## src/rtl/cic_pkg.sv

```systemverilog
// ============================================================================
//  Module      : cic_pkg
//  Description : Shared constants and helpers for the CIC decimator blocks.
//  Revision    : 1.0
// ============================================================================
`default_nettype none

package cic_pkg;

    localparam int unsigned c_min_rate = 2;

    // Minimum accumulator width that keeps CIC wrap-around arithmetic exact.
    function automatic int unsigned cic_min_width(
        input int unsigned in_w,
        input int unsigned stages,
        input int unsigned rate_w
    );
        return in_w + stages * rate_w;
    endfunction

    function automatic logic [31:0] clamp_rate(input logic [31:0] r);
        return (r < c_min_rate) ? 32'(c_min_rate) : r;
    endfunction

endpackage

`default_nettype wire

```

## src/rtl/cic_integrator.sv

```systemverilog
// ============================================================================
//  Module      : cic_integrator
//  Description : One wrapping accumulator stage of the CIC integrator chain.
//  Revision    : 1.0
// ============================================================================
`default_nettype none

module cic_integrator
    import cic_pkg::*;
#(
    parameter int WIDTH = 64
) (
    input  logic             clock,
    input  logic             reset_n,
    input  logic             clear,
    input  logic             strobe,
    input  logic [WIDTH-1:0] in_data,
    output logic [WIDTH-1:0] out_data
);

    logic [WIDTH-1:0] acc_q;
    logic [WIDTH-1:0] acc_d;

    always_comb begin
        acc_d = acc_q;
        if (clear) begin
            acc_d = '0;
        end else if (strobe) begin
            acc_d = acc_q + in_data;
        end
    end

    always_ff @(posedge clock or negedge reset_n) begin
        if (!reset_n) begin
            acc_q <= '0;
        end else begin
            acc_q <= acc_d;
        end
    end

    assign out_data = acc_q;

endmodule

`default_nettype wire

```

## src/rtl/cic_integrator_decim.sv

```systemverilog
// ============================================================================
//  Module      : cic_integrator_decim
//  Description : CIC integrator cascade with run-time selectable decimation.
//  Revision    : 1.0
// ============================================================================
`default_nettype none

module cic_integrator_decim
    import cic_pkg::*;
#(
    parameter int STAGES     = 5,
    parameter int IN_WIDTH   = 24,
    parameter int WIDTH      = 64,
    parameter int RATE_WIDTH = 8
) (
    input  logic                        clock,
    input  logic                        reset_n,
    input  logic                        clear,
    input  logic                        in_strobe,
    input  logic signed [IN_WIDTH-1:0]  in_data,
    input  logic [RATE_WIDTH-1:0]       rate,
    output logic                        out_strobe,
    output logic signed [WIDTH-1:0]     out_data
);

    if ((WIDTH < cic_min_width(IN_WIDTH, STAGES, RATE_WIDTH)) || (RATE_WIDTH < 2)
            || (STAGES < 1) || (STAGES > 8)) begin : g_param_check
        $error("cic_integrator_decim: illegal parameter combination");
    end

    logic [WIDTH-1:0]      w_chain [STAGES+1];
    logic [RATE_WIDTH-1:0] w_rate_clamped;
    logic                  w_event;

    logic [RATE_WIDTH-1:0] cnt_q,      cnt_d;
    logic [RATE_WIDTH-1:0] rate_q,     rate_d;
    logic [WIDTH-1:0]      out_data_q, out_data_d;
    logic                  out_strobe_q, out_strobe_d;

    assign w_chain[0] = WIDTH'(in_data);

    // Stage k adds the registered (pre-update) value of stage k-1.
    for (genvar gi = 0; gi < STAGES; gi++) begin : g_stage
        cic_integrator #(
            .WIDTH (WIDTH)
        ) u_integ (
            .clock    (clock),
            .reset_n  (reset_n),
            .clear    (clear),
            .strobe   (in_strobe),
            .in_data  (w_chain[gi]),
            .out_data (w_chain[gi+1])
        );
    end

    assign w_rate_clamped = RATE_WIDTH'(clamp_rate(32'(rate)));
    assign w_event        = in_strobe && !clear && (cnt_q == (rate_q - RATE_WIDTH'(1)));

    always_comb begin
        cnt_d        = cnt_q;
        rate_d       = rate_q;
        out_data_d   = out_data_q;
        out_strobe_d = 1'b0;
        if (clear) begin
            cnt_d      = '0;
            rate_d     = w_rate_clamped;
            out_data_d = '0;
        end else if (w_event) begin
            cnt_d        = '0;
            rate_d       = w_rate_clamped;
            out_data_d   = w_chain[STAGES];
            out_strobe_d = 1'b1;
        end else if (in_strobe) begin
            cnt_d = cnt_q + RATE_WIDTH'(1);
        end
    end

    always_ff @(posedge clock or negedge reset_n) begin
        if (!reset_n) begin
            cnt_q        <= '0;
            rate_q       <= RATE_WIDTH'(c_min_rate);
            out_data_q   <= '0;
            out_strobe_q <= 1'b0;
        end else begin
            cnt_q        <= cnt_d;
            rate_q       <= rate_d;
            out_data_q   <= out_data_d;
            out_strobe_q <= out_strobe_d;
        end
    end

    assign out_strobe = out_strobe_q;
    assign out_data   = out_data_q;

endmodule

`default_nettype wire

```

## config.mk

```make
export PLATFORM = sky130hd
export DESIGN_NAME = cic_integrator_decim
export DESIGN_NICKNAME = d
export VERILOG_FILES = /design/src/rtl/cic_pkg.sv /design/src/rtl/cic_integrator.sv /design/src/rtl/cic_integrator_decim.sv
export SDC_FILE = /design/constraint.sdc
export NUM_CORES = 1
export LEC_CHECK = 0
export BUFFER_PORTS_ARGS = -buffer_cell sky130_fd_sc_hd__buf_2
export CAP_MARGIN = 10
export CORE_MARGIN = 2
export CORE_UTILIZATION = 45
export CTS_BUF_LIST = sky130_fd_sc_hd__clkbuf_16
export CTS_CLUSTER_SIZE = 8
export DETAILED_ROUTE_END_ITERATION = 16
export PLACE_DENSITY_LB_ADDON = 0.05
export SETUP_SLACK_MARGIN = 0.3
export SLEW_MARGIN = 20
export SYNTH_ARGS = -nofsm -noshare
export SYNTH_HDL_FRONTEND = slang
export SYNTH_HIERARCHICAL = 1
export SYNTH_SLANG_ARGS = --single-unit
```

## constraint.sdc

```tcl
create_clock -name clock -period 4.05 [get_ports clock]
set_clock_uncertainty 0.05 [all_clocks]
set_input_delay 0.81 -clock clock [delete_from_list [all_inputs] [get_ports clock]]
set_output_delay 0.81 -clock clock [all_outputs]
set_load 0.01 [all_outputs]
```

### Word-level counts from Yosys, hierarchy flattened

Cells that the tools add are included.

* flip-flop bits (word level): 401
* input bits: 36
* output and inout bits: 65

* add/subtract/negate cells: 7
* magnitude comparators: 1
* equal/unequal tests: 1
* mux-type cells: 20
* reduce and logical (&&, ||, !) cells: 6

Operators by type and width (count)
* $mux W64: 12
* $add A64 B64 Y64: 5
* $mux W8: 6
* $add A8 B1 Y8 const B: 1
* $eq A8 B8 Y1: 1
* $lt A8 B2 Y1 const B: 1
* $sub A8 B1 Y8 const B: 1
* $reduce_bool A2 Y1: 2
* $reduce_bool A3 Y1: 1
* $logic_and A1 B1 Y1: 2
* $mux W1: 2
* $logic_not A1 Y1: 1

### Longest topological paths before layout

Gate-level depths: netlist of run 1.

* word-level depth: 5
* gate-level depth with buffers: 14

### Modules after synthesis

Netlist of run 1, hierarchy kept.

By module, submodules not included
* cic_integrator at g_stage[0].u_integ ...: instances 2, cells an instance 766, area an instance 6313.6 µm², seq. area each 1601.5 µm²
* cic_integrator at g_stage[3].u_integ ...: instances 2, cells an instance 751, area an instance 6182.2 µm², seq. area each 1601.5 µm²
* cic_integrator at g_stage[2].u_integ: instances 1, cells an instance 750, area an instance 6174.7 µm², seq. area each 1601.5 µm²
* cic_integrator_decim: instances 1, cells an instance 368, area an instance 3636.0 µm², seq. area each 2028.2 µm²

### Worst setup path after synthesis of run 1

Ideal clock, no wire load.

* kind: reg-to-reg
* from: reg g_stage[1].u_integ.acc_q[0]
* to: reg g_stage[2].u_integ.acc_q[56]
* arrival time: 3339 ps
* required time: 3931 ps
* setup slack: 592 ps
* cell stages (with the launch flop): 15
* period minus slack after synthesis: 3458 ps
* path through: dfrtp_1 -> ha_1 -> inv_1 -> fa_1 -> nor2b_1 -> o2111ai_1 -> a211o_1 -> a31oi_2 -> o31ai_2 -> nor4_4 -> o31ai_2 -> o41ai_4 -> nand3_2 -> or4_1 -> nand3_1

* cells in the longest elaborated chain, start to end: 3

Ends and longest elaborated chain
* start, declared: RTL line cic_integrator.sv:21 `logic [WIDTH-1:0] acc_q;`
* start signal, assigned: RTL line cic_integrator.sv:35 `acc_q <= '0;`
* start signal, assigned: RTL line cic_integrator.sv:37 `acc_q <= acc_d;`
* $add A64 B64 Y64: RTL line cic_integrator.sv:29 `acc_d = acc_q + in_data;`
* $mux W64: RTL line cic_integrator.sv:28 `end else if (strobe) begin`
* $mux W64: RTL line cic_integrator.sv:26 `if (clear) begin`
* end signal, assigned: RTL line cic_integrator.sv:35
* end signal, assigned: RTL line cic_integrator.sv:37
* end, declared: RTL line cic_integrator.sv:21

No other way between the ends. The select of a mux whose other input is x is not followed.
A chain may end at the register's enable or synchronous reset.

### Final worst setup path of run 1

* from: reg g_stage[2].u_integ.acc_q[0]
* to: reg g_stage[2].u_integ.acc_q[56]

* cells in the longest elaborated chain, start to end: 3

Ends and longest elaborated chain (RTL line)
* $add A64 B64 Y64: cic_integrator.sv:29
* $mux W64: cic_integrator.sv:28
* $mux W64: cic_integrator.sv:26

No other way between the ends. The select of a mux whose other input is x is not followed.

==> impl_results.md, run 1 <==
* Status: finished clean
* Part of the cycle the worst path needs at 0.923
* R2R Path End: g_stage[2].u_integ/out_data[56]
* Design area at 38,800 um2
* Hpwl dp at 74.8 mm
* Sequential share of power at 0.354
* Maxcap violations at 0
* Routed WL at 99.0 mm
* Clk_lat worst skew at 630 ps
* Initial Util at 0.457
* Max Clock Freq at 268 MHz
* Wire length per cell at 18.9 um
* Power density cells at 350 nW/um2
* Synth Instances at 4,152
* Final worst slack at 312 ps
* Post-route ant nets at 0
* R2R Path Start: g_stage[2].u_integ/out_data[0]
* Logic gate share of total power at 0.321
* Area Growth Syn to Fin at 11.4%
* Sink Count at 401
* Worst setup EP type: flip-flop
* Nets@finish at 4,554
* Fin Setup TNS at 0 ps
* WP data arrival at 4240 ps
* Clock share of power at 0.326
* Synth Flop Type: dfrtp_1
* Vias in the first global route at 30,100
* First-pass GRT wire length at 160 mm
* CTS tree: done
* CTS buffer count at 58
* Initial antenna violation count at 0
* NetSw at 4.93 mW
* Worst Hold Class: primary input to async pin
* Core area at 76,200 um2
* Syn_nets at 4,510
* Flops & latches, synth at 401
* Remaining global-route overflow at 0
* Filler Cells Inserted at 7,453
* GRT Total Usage at 0.247
* Placed insts at 5,144
* Buffers on Ports at 100
* Root buffer cell: clkbuf_16
* Endpoints failing hold at 0
* Placed cell areas at 36,400 um2
* Pre-CTS WS at 69.5 ps
* Final Max Tran Viols at 0
* Share of post-route cells with drive strength above 1 at 0.0973
* Worst Tran Pin Value at 990 ps
* Die area at 79,600 um2
* DIE HEIGHT at 282 um
* Rel. slew slack at 0.340
* Clock slew at reported path FFs at 60 ps
* Sequential area share after synthesis at 0.288
* Flop-to-flop setup slack at 310 ps
* Post-route DRC at 0
* Hold Slack at 155 ps
* Pin count of the biggest net entering global routing at 133
* FP Rows at 101
* Sw Ratio at 0.363
* Cell Area, Synth at 34,800 um2
* # IOs at 101
* Fin crit period at 3740 ps
* R2R depth at 15
* Gp weighted congestion at 0.954
* Worst vdd ir at 0.000331 V
* Worst Setup Path Type: flip-flop to flip-flop
* Post-synth EDFFs at 0
* Internal power at 8.65 mW
* Total number of vias at 30,600
* Non-Filler Instances at 5,252
* Final-report setup violation count at 0
* Post-synth cell types at 92
* 1st-iter DRT viols at 2,033
* Leak Pwr at 18.9 nW
* Ys async rst share at 1.00
* H-tree levels at 2
* Avg Cell Area, Syn at 8.38 um2
* Yosys warns at 6
* ANT cells at 0
* CP Data Required Time at 4560 ps
* Nature of the critical path startpoint: flip-flop
* Die span in x at 282 um
* RSZ-0062 raised after global routing: yes
* Drt pass-1 iters at 7
* Via-per-instance ratio at 5.83
* Hold_buf cts at 0
* Clock Path Buffers at 3
* Worst-path maximum fanout at 4
-- what timing repair did --
| action | in CTS | in global routing |
|---|---|---|
| endpoints found under the setup margin | 18 | 46 |
| pin swaps | 19 | 50 |
| hold endpoints to repair | 0 | 0 |
| gates resized for setup | 13 | 94 |
| buffers inserted | 4 | 18 |
-- critical path, cell delays in order, from the launching register on --
cell	delay (ps)
dfrtp_2	410
buf_6	120
ha_4	130
inv_1	50
fa_2	370
nor2b_4	140
o2111ai_2	130
a211o_1	410
a31oi_4	250
o31ai_4	100
nor4_4	270
o31ai_4	120
o41ai_4	430
nand3_2	170
or4_1	430
nand3_1	90
-- worst max path at each step --
| stage | from | end | cells past startpoint |
|---|---|---|---|
| final | g_stage[2].u_integ/out_data[0] | g_stage[2].u_integ/out_data[56] | 15 |
| after global routing | g_stage[2].u_integ/out_data[0] | g_stage[2].u_integ/out_data[56] | 15 |
| after CTS | g_stage[1].u_integ/out_data[4] | g_stage[2].u_integ/out_data[63] | 12 |
| after detailed placement | g_stage[3].u_integ/out_data[4] | g_stage[4].u_integ/out_data[63] | 12 |
| after global placement | g_stage[3].u_integ/out_data[1] | g_stage[4].u_integ/out_data[63] | 12 |
| after floorplan | g_stage[1].u_integ/out_data[0] | g_stage[2].u_integ/out_data[56] | 14 |
-- sequential cells by signal, indices dropped and copies added, names as in the netlist --
name and count:
cnt_q 8, g_stage.u_integ/out_data 320, out_data 64, out_strobe 1, rate_q 8
-- cells by family (layout without fill, tap and decap cells) --
| kind of cell | Yosys count | in the layout | synth area share |
|---|---|---|---|
| compound gates | 1351 | 1351 | 0.252 |
| xor+xnor | 262 | 262 | 0.0659 |
| fa+ha+maj | 322 | 322 | 0.117 |
| buf+inv | 310 | 380 | 0.0360 |
| flops | 401 | 401 | 0.288 |
| mux | 196 | 196 | 0.0568 |
| simple gates | 1310 | 1310 | 0.185 |
-- Yosys cell counts (48+ instances only) --
| master | instances | area share |
|---|---|---|
| nand4_1 | 74 | 0.013 |
| a31oi_1 | 62 | 0.011 |
| nand2b_1 | 114 | 0.020 |
| nand3_1 | 81 | 0.012 |
| and3_1 | 48 | 0.0086 |
| nand2_1 | 398 | 0.043 |
| inv_1 | 97 | 0.010 |
| nor2_1 | 366 | 0.039 |
| o21bai_1 | 78 | 0.017 |
| ha_1 | 317 | 0.11 |
| clkbuf_1 | 164 | 0.018 |
| a21oi_1 | 383 | 0.055 |
| o21ai_0 | 302 | 0.043 |
| xnor2_1 | 143 | 0.036 |
| a21o_1 | 192 | 0.041 |
| xor2_1 | 119 | 0.030 |
| mux2i_1 | 185 | 0.053 |
| dfrtp_1 | 400 | 0.29 |
-- power groups by stage --
stage | Clock, mW | Combinational (mW) | Sequential, mW
after floorplan | 0 | 3.29 | 4.65
after global placement | 0 | 4.27 | 4.88
after detailed placement | 0 | 4.27 | 4.88
after CTS | 4.58 | 4.30 | 4.81
after global routing | 4.74 | 4.87 | 4.85
final | 4.42 | 4.35 | 4.80
-- layer usage --
layer  wire length (um)  vias up  track usage
met2              47900      517        0.427
met3               3560      129       0.0262
met4               1830        0       0.0535
li1                   -    15400            -
met5                  0        -            0
met1              45700    14600        0.334
-- placed cells by master, fill, tap and decap left out, types with 33 or more instances in the layout --
master     synthesis  layout
xnor2_1          143     143
clkbuf_16          0      58
nand2_1          398     398
dfrtp_1          400     391
a31oi_1           62      58
o21a_1            33      33
mux2i_1          185     185
ha_1             317     299
xor2_1           119     119
a21o_1           192     192
inv_1             97     117
o21ai_0          302     293
nand3_1           81      79
a211oi_1          40      35
buf_4             12      87
buf_2             22      97
and3_1            48      48
nand2b_1         114     114
o21bai_1          78      75
nor3_1            46      43
a21oi_1          383     377
nor2b_1           44      41
nor2_1           366     363
nand4_1           74      74
-- through the flow --
step,utilization,power (mW)
2_1_floorplan,-,7.93
3_3_place_gp,0.478,9.15
3_5_place_dp,0.478,9.15
4_1_cts,0.500,13.7
5_1_grt,0.509,14.5
6_report,0.509,13.6
-- cell type report --
type,instances,area (um2),share of cell area
sequential,401,10000,0.259
tap,1030,1290,0.0332
inverter,97,364,0.00939
clock buffer,58,1450,0.0374
multi-input combinational,3441,24100,0.621
timing repair buffer,197,1380,0.0355
clock inverter,28,155,0.00400
Note: power is estimated with default switching activity, not from simulation.
==> run 2: changes to the inputs <==
Settings changed: RECOVER_POWER set to 100.
==> impl_results.md, run 2 (synthesis gave the netlist of run 1 again) <==
* Status: finished with violations
* Failing checks: capacitance limit, slew limit
* Maxcap violations at 3 (+3)
* Met2 WL post-DR at 48.2 mm (+0.57%)
* Worst setup EP type: flip-flop
* Max Used Layer: met4
* Gp weighted congestion at 0.954 (unchanged)
* Rel. slew slack at -0.438 (-0.778)
* Drt pass-1 iters at 5 (-2)
* Wire length per cell at 18.9 um (+0.24%)
* Share of post-route cells with drive strength above 1 at 0.0786 (-0.0187)
* Buffers on Ports at 100 (unchanged)
* Core area at 76,200 um2 (unchanged)
* Routed met3 length at 3.46 mm (-2.8%)
* Remaining global-route overflow at 0 (unchanged)
* WP data arrival at 4330 ps (+90 ps)
* Worst Hold Class: primary input to flip-flop
* CTS tree: done
* Leak Pwr at 18.6 nW (-1.8%)
* # IOs at 101 (unchanged)
* FP Rows at 101 (unchanged)
* CP Data Required Time at 4550 ps (about the same)
* 1st-iter DRT viols at 2,158 (+6.1%)
* Part of the cycle the worst path needs at 0.946 (+0.0225)
* Total number of vias at 30,700 (+0.20%)
* Power density cells at 352 nW/um2 (+0.57%)
* Via-per-instance ratio at 5.84 (+0.20%)
* DIE HEIGHT at 282 um (unchanged)
* Sink Count at 401 (unchanged)
* Wl on met1 at 45.8 mm (+0.18%)
* Vias in the first global route at 30,100 (unchanged)
* Fin Setup TNS at 0 ps (unchanged)
* Worst-path maximum fanout at 4 (unchanged)
* Initial antenna violation count at 0 (unchanged)
* Pin count of the biggest net entering global routing at 133 (unchanged)
* Total power at 13.6 mW (about the same)
* RSZ-0062 raised after global routing: yes
* Hpwl dp at 74.8 mm (unchanged)
* First-pass GRT wire length at 160 mm (unchanged)
* Nature of the critical path startpoint: flip-flop
* Worst Tran Pin Value at 2160 ps (+1170 ps)
* Clock slew at reported path FFs at 60 ps (about the same)
* CTS buffer count at 58 (unchanged)
* ANT cells at 0 (unchanged)
* Final-report setup violation count at 0 (unchanged)
* Final worst slack at 221 ps (-91.2 ps)
* Final Max Tran Viols at 208 (+208)
* Pre-CTS WS at 69.5 ps (unchanged)
* Fin crit period at 3830 ps (+91.2 ps)
* Endpoints failing hold at 0 (unchanged)
* Clk_lat worst skew at 620 ps (about the same)
* Max Clock Freq at 261 MHz (-2.4%)
* Die area at 79,600 um2 (unchanged)
* Worst Setup Path Type: flip-flop to flip-flop
* Routed WL at 99.2 mm (+0.24%)
* Most frequent cells in the layout: nand2_1 (398), dfrtp_1 (391), a21oi_1 (379)
* Root buffer cell: clkbuf_16
* Largest register FFs at 320 (unchanged)
* H-tree levels at 2 (unchanged)
* Hold_buf cts at 0 (unchanged)
* Area Growth Syn to Fin at 10.7%
* Die span in x at 282 um (unchanged)
* Worst vdd ir at 0.000331 V (about the same)
* GRT Total Usage at 0.247 (unchanged)
* Initial Util at 0.457 (unchanged)
* Nets@finish at 4,554 (unchanged)
* Commonest non-fill, non-tap cell in the layout: nand2_1
* Post-route DRC at 0 (unchanged)
* Post-route ant nets at 0 (unchanged)
* Hold depth at 2
* Clock Path Buffers at 3 (unchanged)
* R2R depth at 15 (unchanged)
run 2: changes by cell type in the layout (fill, tap and decap cells not counted), moves of 2 or more:
cell      change
clkbuf_1     +69
buf_2        -65
clkbuf_2     +10
buf_4         -8
buf_12        -6
o21ai_0       +5
o21ai_1       -5
fa_1          +3
fa_2          -3
a21oi_1       +2
a21oi_2       -2
run 2: timing repair:
action,in CTS,in global routing
setup buffers,4,18
resized for setup,13,94
setup endpoints to repair,18,46
cloned,0,0
pin swaps,19,50
run 2: final timing paths:
kind / startpoint / to / slack [ps]
max in group asynchronous: reset_n / g_stage[2].u_integ/out_data[18] / 770
hold reg to reg: g_stage[4].u_integ/out_data[20] / out_data[20] / 460
setup reg to reg: g_stage[2].u_integ/out_data[0] / g_stage[2].u_integ/out_data[56] / 220
min in group asynchronous: reset_n / g_stage[0].u_integ/out_data[59] / 760
setup / recovery: g_stage[2].u_integ/out_data[0] / g_stage[2].u_integ/out_data[56] / 220
hold / removal: rate[6] / rate_q[6] / 410
run 2: stage by stage:
stage	hold slack (ps)	utilization	cells	instance area [um2]
after floorplan	414	-	4152	34800
after global placement	452	0.478	5144	36400
after detailed placement	463	0.478	5144	36400
after CTS	155	0.500	5234	38100
after global routing	382	0.506	5252	38500
final	407	0.506	5252	38500
run 2: worst max-delay path, stage by stage (launching register included):
cell and delay, ps:
dfrtp_2 410, buf_6 110, ha_4 130, inv_1 50, fa_1 440, nor2b_4 160, o2111ai_2 130, a211o_1 410
a31oi_4 250, o31ai_4 100, nor4_4 270, o31ai_4 120, o41ai_4 430, nand3_2 180, or4_1 430, nand3_1 90
run 2: cell type report:
class	count	area [um2]
flip-flops and latches	401	10000
inverters	97	364
fillers	7504	37700
well taps	1030	1290
multi-input cells	3441	24000
repair buffers	197	1170
clock inverters	28	155
clock buffers	58	1450
run 2: report_power, final:
group          switching [mW]  internal [mW]
Sequential              0.451           4.35
Clock                    1.83           2.59
Combinational            2.64           1.71
Total                    4.92           8.65
run 2: per-layer routing:
metal / vias up / track usage
li1: 15400 / -
met1: 14700 / 0.334
met2: 505 / 0.427
met3: 125 / 0.0262
met4: 0 / 0.0535
met5: - / 0
==> run 3: changes to the inputs <==
Clock period 4.05 ns to 4.35 ns, I/O delays scaled along.
==> impl_results.md, run 3 (synthesis gave the netlist of run 1 again) <==
* Status: finished with violations
* Failing checks: capacitance limit, slew limit
* Met2 Resource Use GR at 0.420 (-0.00750)
* ANT cells at 0 (unchanged)
* Buffers on Ports at 100 (unchanged)
* Worst Tran Pin Value at 3160 ps (+1000 ps)
* Final worst slack at 320 ps (+99.5 ps)
* Multi-input combinational cell area at 23,500 um2 (-2.4%)
* GR Util met3 at 0.0272 (+0.000991)
* Sink Count at 401 (unchanged)
* Worst Hold Class: primary input to flip-flop
* Final Max Tran Viols at 352 (+69%)
* Area Growth Syn to Fin at 7.86%
* Post-route DRC at 0 (unchanged)
* Hold Slack at 435 ps (+28.1 ps)
* Worst Setup Path Type: flip-flop to flip-flop
* Wire length per cell at 18.8 um (-0.28%)
* 1st-iter DRT viols at 1,830 (-15%)
* Most frequent cells in the layout: dfrtp_1 (400), nand2_1 (398), a21oi_1 (385)
* Clock Path Buffers at 3 (unchanged)
* Hpwl dp at 74.3 mm (-0.73%)
* Grt met1 use at 0.332 (-0.00207)
* Worst-path maximum fanout at 4 (unchanged)
* Share of post-route cells with drive strength above 1 at 0.0463 (-0.0324)
* Pin count of the biggest net entering global routing at 133 (unchanged)
* Clk_lat worst skew at 640 ps (+20 ps)
* Design area at 37,500 um2 (-2.6%)
* Placed cell areas at 36,200 um2 (-0.68%)
* Fin crit period at 4030 ps (+200 ps)
* Commonest non-fill, non-tap cell in the layout: dfrtp_1
* Rel. slew slack at -1.11 (-0.669)
* Initial Util at 0.457 (unchanged)
* Gp weighted congestion at 0.911 (-4.6%)
* Core Util, Final at 0.493 (-0.0130)
* Vias in the first global route at 29,900 (-0.68%)
* Filler Cells Inserted at 7,617 (+1.5%)
* Part of the cycle the worst path needs at 0.926 (-0.0191)
* Core area at 76,200 um2 (unchanged)
* # IOs at 101 (unchanged)
* Clock slew at reported path FFs at 50 ps (about the same)
* Post-route ant nets at 0 (unchanged)
* Die area at 79,600 um2 (unchanged)
* Power density cells at 336 nW/um2 (-4.5%)
* Maxcap violations at 5 (+2)
* DIE HEIGHT at 282 um (unchanged)
* Nature of the critical path startpoint: flip-flop
* Total number of vias at 30,200 (-1.4%)
* Fin Setup TNS at 0 ps (unchanged)
* Total power at 12.6 mW (-6.9%)
* RSZ-0062 raised after global routing: yes
* Hold_buf cts at 0 (unchanged)
* Leak Pwr at 18.2 nW (-1.9%)
* CTS buffer count at 58 (unchanged)
* H-tree levels at 2 (unchanged)
* Final-report setup violation count at 0 (unchanged)
* WP data arrival at 4550 ps (+220 ps)
* Largest register FFs at 320 (unchanged)
* First-pass GRT wire length at 159 mm (-0.82%)
* Via-per-instance ratio at 5.81 (-0.46%)
* Initial antenna violation count at 0 (unchanged)
* Max Clock Freq at 248 MHz (-5.0%)
* Worst vdd ir at 0.000315 V (-4.7%)
* Root buffer cell: clkbuf_16
* Routed WL at 98.0 mm (-1.2%)
* CP Data Required Time at 4870 ps (+320 ps)
* Gr busiest metal: met2
* Remaining global-route overflow at 0 (unchanged)
* Drt pass-1 iters at 5 (unchanged)
* Nets@finish at 4,506 (-1.1%)
* Worst setup EP type: flip-flop
* Non-Filler Instances at 5,201 (-0.97%)
* Endpoints failing hold at 0 (unchanged)
* Pre-CTS WS at 287 ps (+218 ps)
* Placed insts at 5,116 (-0.54%)
* Reg area at 10,000 um2 (-0.11%)
* FP Rows at 101 (unchanged)
* GRT Total Usage at 0.246 (-0.00162)
* Die span in x at 282 um (unchanged)
* CTS tree: done
-- run 3: cell count changes in the layout (fill, tap and decap cells not counted), sizes merged --
cell    previous run  this run
clkinv             5         9
clkbuf           138       152
inv              119       111
buf              117        56
-- run 3: path summary, 6_finish.rpt --
kind	start	cells after the start	end	slack [ps]
worst max-delay path	g_stage[3].u_integ/out_data[0]	14	g_stage[3].u_integ/out_data[56]	320
worst min-delay path	rate[6]	2	rate_q[6]	430
worst max register to register	g_stage[3].u_integ/out_data[0]	14	g_stage[3].u_integ/out_data[56]	320
worst min register to register	g_stage[4].u_integ/out_data[49]	2	g_stage[4].u_integ/out_data[49]	470
max in group asynchronous	reset_n	2	out_data[4]	940
min in group asynchronous	reset_n	1	g_stage[0].u_integ/out_data[60]	740
-- run 3: what timing repair did --
action	CTS	global route
setup buffers	0	2
gates resized for setup	1	13
setup endpoints to repair	1	16
pin swaps	0	6
-- run 3: power by group --
part | leakage, nW | total (mW) | internal, mW | switching [mW]
combinational | 11.9 | 3.94 | 1.53 | 2.42
clock | 0.854 | 4.22 | 2.45 | 1.76
sequential | 5.49 | 4.47 | 4.05 | 0.418
total | 18.2 | 12.6 | 8.03 | 4.60
-- run 3: routing by layer --
metal  wire length (um)  vias to the layer above
met2              47000                      460
met5                  0                        -
li1                   -                    15300
met1              45700                    14400
met4               2230                        0
met3               3030                      134
-- run 3: layout make-up --
class                   instances  share of cell area
well taps                    1030              0.0343
clock buffers                  59              0.0393
multi-input cells            3441               0.625
inverters                      97             0.00970
clock inverters                24             0.00457
flip-flops and latches        401               0.267
repair buffers                149              0.0198
-- run 3: critical path: stages, from the launching register on --
cell	delay (ps)
dfrtp_1	390
ha_1	210
inv_1	60
fa_1	400
nor2b_1	170
o2111ai_1	160
a211o_1	370
a31oi_1	320
o31ai_1	260
nor4_4	380
o31ai_2	170
o41ai_4	280
nand3_1	220
or4_1	430
nand3_1	90
